## src/rtl/seq_mult_n.sv

```systemverilog
// Sequential shift-add multiplier, WIDTH-bit operands, unsigned or signed.
// One product every WIDTH+2 cycles via a start/done handshake.
module seq_mult_n #(
    parameter int WIDTH  = 4,
    parameter bit SIGNED = 1'b0
) (
    input  logic               clk,
    input  logic               rst_n,
    input  logic               start,
    input  logic [WIDTH-1:0]   a,
    input  logic [WIDTH-1:0]   b,
    output logic               busy,
    output logic               done,
    output logic [2*WIDTH-1:0] product
);

    localparam int CW = $clog2(WIDTH + 1);

    typedef enum logic [1:0] {
        IDLE,
        RUN,
        DONE
    } state_t;

    state_t state, state_nxt;

    logic [2*WIDTH-1:0] mcand;
    logic [2*WIDTH-1:0] acc;
    logic [2*WIDTH-1:0] sum;
    logic [WIDTH-1:0]   mplier;
    logic [WIDTH-1:0]   mag_a;
    logic [WIDTH-1:0]   mag_b;
    logic [CW-1:0]      cnt;
    logic               neg;
    logic               neg_in;
    logic               last;
    logic               accept;

    // Magnitudes are unsigned WIDTH-bit, so -2^(WIDTH-1) maps cleanly to 2^(WIDTH-1)
    always_comb begin
        neg_in = 1'b0;
        mag_a  = a;
        mag_b  = b;
        if (SIGNED) begin
            neg_in = a[WIDTH-1] ^ b[WIDTH-1];
            if (a[WIDTH-1]) mag_a = -a;
            if (b[WIDTH-1]) mag_b = -b;
        end
    end

    assign sum    = acc + (mplier[0] ? mcand : '0);
    assign last   = (cnt == CW'(1));
    assign accept = (state == IDLE) && start;
    assign busy   = (state == RUN);
    assign done   = (state == DONE);

    always_ff @(posedge clk or negedge rst_n) begin
        if (!rst_n) state <= IDLE;
        else        state <= state_nxt;
    end

    always_comb begin
        state_nxt = state;
        unique case (state)
            IDLE:    if (start) state_nxt = RUN;
            RUN:     if (last) state_nxt = DONE;
            DONE:    state_nxt = IDLE;
            default: state_nxt = IDLE;
        endcase
    end

    always_ff @(posedge clk or negedge rst_n) begin
        if (!rst_n) begin
            mcand   <= '0;
            mplier  <= '0;
            acc     <= '0;
            cnt     <= '0;
            neg     <= 1'b0;
            product <= '0;
        end else if (accept) begin
            mcand  <= {{WIDTH{1'b0}}, mag_a};
            mplier <= mag_b;
            acc    <= '0;
            cnt    <= CW'(WIDTH);
            neg    <= neg_in;
        end else if (state == RUN) begin
            acc    <= sum;
            mcand  <= mcand << 1;
            mplier <= mplier >> 1;
            cnt    <= cnt - CW'(1);
            // Final iteration folds straight into the result register
            if (last) product <= neg ? -sum : sum;
        end
    end

endmodule

```

## config.mk

```make
export PLATFORM = sky130hd
export DESIGN_NAME = seq_mult_n
export DESIGN_NICKNAME = d
export VERILOG_FILES = /design/src/rtl/seq_mult_n.sv
export SDC_FILE = /design/constraint.sdc
export NUM_CORES = 1
export LEC_CHECK = 0
export BUFFER_PORTS_ARGS = -buffer_cell sky130_fd_sc_hd__buf_2
export CORE_UTILIZATION = 30
export DETAILED_ROUTE_END_ITERATION = 10
export PLACE_DENSITY = 0.53
export REMOVE_ABC_BUFFERS = 1
export SLEW_MARGIN = 5
export SYNTH_ARGS = -nofsm -noshare
export SYNTH_HDL_FRONTEND = slang
export SYNTH_SLANG_ARGS = --single-unit
```

## constraint.sdc

```tcl
create_clock -name clk -period 2.1 [get_ports clk]
set_input_delay 0.105 -clock clk [delete_from_list [all_inputs] [get_ports clk]]
set_output_delay 0.105 -clock clk [all_outputs]
set_load 0.005 [all_outputs]
```

==> Yosys cells after proc, flatten, opt, wreduce, memory -nomap -nowiden <==
Index checks and enable logic that the tools add are counted.
{ "word_totals": {"out_inout_bits": 10, "reg_bits": 33} }
{ "op_classes": {"n_reduce_logical": 5, "bitwise": 1, "eq_ne": 5, "addsub": 2, "muxes": 12} }
{ "op_table": {"columns": ["operator", "count"], "rows": [
  ["8-bit two-way mux", 5],
  ["8-bit adder", 1],
  ["4-bit two-way mux", 2],
  ["3-bit two-way mux", 2],
  ["2-bit two-way mux", 2],
  ["2-bit one-hot mux with 2 select lines", 1],
  ["3-bit by 1-bit equality test with 1-bit output (second input constant)", 1],
  ["3-bit AND reduction", 1],
  ["3-bit by 1-bit subtractor with 3-bit output (second input constant)", 1],
  ["2-bit by 1-bit equality test with 1-bit output (second input constant)", 1],
  ["2-bit equality test (second input constant)", 1],
  ["2-bit zero test", 1],
  ["2-bit by 1-bit inequality test with 1-bit output (second input constant)", 1],
  ["2-bit inequality test (second input constant)", 1],
  ["2-bit AND reduction", 1],
  ["2-bit nonzero test", 1],
  ["1-bit logical AND", 1],
  ["1-bit NOT", 1]
]} }

==> Depth between registers and ports, before layout <==
{ "depth": {"word_depth": 4, "depth_mapped": 9, "mapped_depth_nobuf": 9} }

==> Worst setup path after synthesis <==
No wires, ideal clock.
{ "synth_timing": {"path_kind": "reg-to-reg", "startpoint": "register mplier[0]", "endpoint": "register product[4]", "n_path_buf": 0, "stages_incl_launch_ff": 10, "slack_ns": 0.090, "setup_time_ns": 0.125, "t_arrival_ns": 1.885, "t_required_ns": 1.975, "cell_sequence": "dfrtp_1 -> and2_1 -> ha_1 -> inv_1 -> fa_1 -> nor2b_1 -> o21ai_2 -> a21oi_2 -> nor2b_1 -> mux2_2"} }
{ "synth_via": {"elab_chain_cells": 2} }
{ "synth_lines": {"columns": ["item", "line_no", "source"], "rows": [
  ["start, declared", "30", "logic [WIDTH-1:0] mplier;"],
  ["start signal, assigned", "82", "mplier <= mag_b;"],
  ["start signal, assigned", "89", "mplier <= mplier >> 1;"],
  ["8-bit two-way mux", "51", "assign sum = acc + (mplier[0] ? mcand : '0);"],
  ["8-bit adder", "51", null],
  ["end signal, assigned", "92", "if (last) product <= neg ? -sum : sum;"],
  ["end, declared", "14", "output logic [2*WIDTH-1:0] product"]
]} }
Every way passes these cells.
A chain may end at the register's enable or synchronous reset.

==> Final worst setup path <==
{ "layout_timing": {"startpoint": "register mplier[0]", "endpoint": "register product[7]"} }
Same word-level chain as after synthesis.

==> summary.md <==
| Metric | Value |
|---|---|
| VDD IR-drop max | `0.509 mV` |
| Number of port buffers | `20` |
| Hold Crit Depth | `2` |
| Endpoints failing setup | `0` |
| Critical Path AT | `2180 ps` |
| Slew headroom | `35.8%` |
| Core area | `0.00564 mm2` |
| Clock sinks | `33` |
| Largest net degree at the start of global routing | `34` |
| Rows | `27` |
| CTS clock-pin slew for the worst setup and hold paths | `70 ps` |
| Layout cell share with drive strength beyond 1 | `26.6%` |
| Hold Crit Class | `in2reg` |
| Filler cell count | `544` |
| Post-Syn Area | `0.00179 mm2` |
| Ys async rst share | `100%` |
| Vias in the first global route | `1,418` |
| Number of vias per cell | `4.81` |
| Yosys warnings | `0` |
| Status | `finished, final reports clean` |
| Routed Antenna Nets | `0` |
| Cell Area, Placed | `0.00203 mm2` |
| Num ports | `21` |
| Antenna violations before repair | `0` |
| R2r worst-path depth | `8` |
| Avg Cell Area, Syn | `9.95 um2` |
| Final setup margin | `95.1 ps` |
| Top_reg_cell synth | `dfrtp_1` |
| Hold WS | `65.2 ps` |
| Dpl hpwl | `2840 um` |
| Post-route setup TNS | `0 ps` |
| Clock buffer depth | `2` |
| P per Cell Area | `1210 mW/mm2` |
| Commonest non-fill, non-tap cell in the layout | `dfrtp_1` |
| Synth unique cells | `42` |
| Flop2flop setup slack | `100 ps` |
| CP required | `2270 ps` |
| Initial core utilization | `31.8%` |
| Die Y-Extent | `79.3 um` |
| Register area share after synthesis | `46.1%` |
| Worst Path Class, Setup | `reg2reg` |
| Remaining global-route overflow | `0` |
| Clock root buffer | `clkbuf_8` |
| First-pass GRT wire length | `6810 um` |
| RSZ-0062 raised after global routing | `true` |
| Detailed-route wire length per cell | `13.4 um` |
| TritonCTS clock tree | `built` |
| Total Power | `2.63 mW` |
| Layout Nets | `238` |
| Slew Limit Fails | `0` |
| Worst-Skew Late Latency | `290 ps` |
| Max-cap violations | `0` |
| Placed Instances | `276` |
| Area grow syn2layout | `21.2%` |
| N_diodes | `0` |
| Post-synth EDFFs | `0` |
| Initial DRC Count | `47` |
| Commonest non-fill, non-tap cells in the layout | `dfrtp_1, nand2_1, buf_2` |
| Final min period | `2000 ps` |
| #FFs+latches synth | `33` |
| Setup WS pre-CTS | `-4.55 ps` |
| Via count | `1,395` |
| Final WL | `3880 um` |
| Core Util, Final | `38.5%` |
| Critical Path End Type | `register` |
| Worst setup SP type | `register` |
| Total CTS buffers | `5` |
| Syn Inst Count | `180` |
| Routability cong. | `0.762` |
| CTS H-tree lvls | `2` |
| Max frequency | `499 MHz` |
| Pre-Repair DR Iteration Count | `4` |
| Clock Skew | `3.76 ps` |
| Crit Path Max Fanout | `6` |
| Final Non-Filler Cells | `290` |
| Final Hold Fails | `0` |
| Slew at the pin with the worst max-slew slack | `961 ps` |
| Overall die width | `79.3 um` |
| Die area | `0.00629 mm2` |
| Final instance area | `0.00217 mm2` |
| Final worst path period share | `95.5%` |
| # DRC | `0` |
| GRT Total Usage | `14.2%` |
| Lkg Pwr | `1.06 nW` |
==> area by class of cell <==
| cell class | count | area (um2) | area share (%) |
|---|---|---|---|
| inverter | 12 | 45.0 | 2.07 |
| clock buffer | 6 | 72.6 | 3.34 |
| clock inverter | 2 | 10.0 | 0.461 |
| multi-input combinational | 128 | 896 | 41.3 |
| tap | 72 | 90.1 | 4.15 |
| sequential | 33 | 827 | 38.1 |
| timing repair buffer | 37 | 230 | 10.6 |
==> synth_stat cells, drive strengths merged (2+ instances only) <==
| library cell | number | area, um2 |
|---|---|---|
| a21oi | 9 | 48.8 |
| a22o | 7 | 61.3 |
| a22oi | 6 | 45.0 |
| and2 | 6 | 37.5 |
| buf | 2 | 16.3 |
| clkbuf | 5 | 20.0 |
| dfrtp | 33 | 826 |
| ha | 9 | 113 |
| inv | 12 | 45.0 |
| mux2 | 3 | 33.8 |
| mux2i | 3 | 30.0 |
| nand2 | 25 | 96.4 |
| nand2b | 2 | 12.5 |
| nand3 | 2 | 10.0 |
| nor2 | 4 | 15.0 |
| nor2b | 9 | 56.3 |
| o211ai | 2 | 15.0 |
| o21ai | 20 | 104 |
| xnor2 | 2 | 17.5 |
| xor2 | 2 | 17.5 |
==> timing repair <==
action / 4_1_cts / 5_1_grt
endpoints found under the setup margin: 1 / 7
endpoints found under the hold margin: 33 / 0
pin swaps: 1 / 3
hold buffers: 1 / 0
buffers inserted: 1 / 4
resized for setup: 1 / 5
==> logic make-up after synthesis <==
logic type                 share of synthesized area [%]
adders and majority gates                           7.40
DFF                                                 46.1
xor gates and xnor gates                            3.21
and+or+nand+nor                                     16.2
buffers and inverters                               4.54
AOI/OAI and AO/OA                                   19.0
muxes                                               3.56
==> flip-flops by register name (all words and copies together) (netlist names) <==
| register | count |
|---|---|
| acc | 8 |
| mcand | 8 |
| product | 8 |
| mplier | 4 |
| cnt | 3 |
| state | 2 |
==> worst max-delay path, cell delays in order (launching register included) <==
cell and delay (ps):
dfrtp_2 440, buf_4 140, and2_1 140, ha_1 320, a21oi_2 160, o211ai_1 120, nand2_2 110, xnor3_1 210
mux2_2 270
==> power breakdown <==
| part | leakage (nW) | switching (mW) | internal, mW |
|---|---|---|---|
| clock | 0.0450 | 0.239 | 0.230 |
| combinational | 0.585 | 0.582 | 0.527 |
| sequential | 0.427 | 0.175 | 0.876 |
==> final timing paths <==
check / end / start
max: product[7]$_DFFE_PN0P_ / mplier[0]$_DFFE_PN0P_
min: mcand[0]$_DFFE_PN0P_ / a[0]
max reg2reg: product[7]$_DFFE_PN0P_ / mplier[0]$_DFFE_PN0P_
min reg2reg: product[5]$_DFFE_PN0P_ / product[5]$_DFFE_PN0P_
max in group asynchronous: mplier[0]$_DFFE_PN0P_ / rst_n
min in group asynchronous: acc[2]$_DFFE_PN0P_ / rst_n
==> routing by layer <==
layer | global-route usage (%) | vias up | wire [um]
met2 | 21.9 | 26 | 1790
li1 | - | 701 | -
met4 | 6.00 | 0 | 65
met1 | 18.7 | 660 | 1860
met3 | 3.68 | 8 | 165
met5 | 0 | - | 0
No activity file was read; power rests on OpenSTA's default activity.
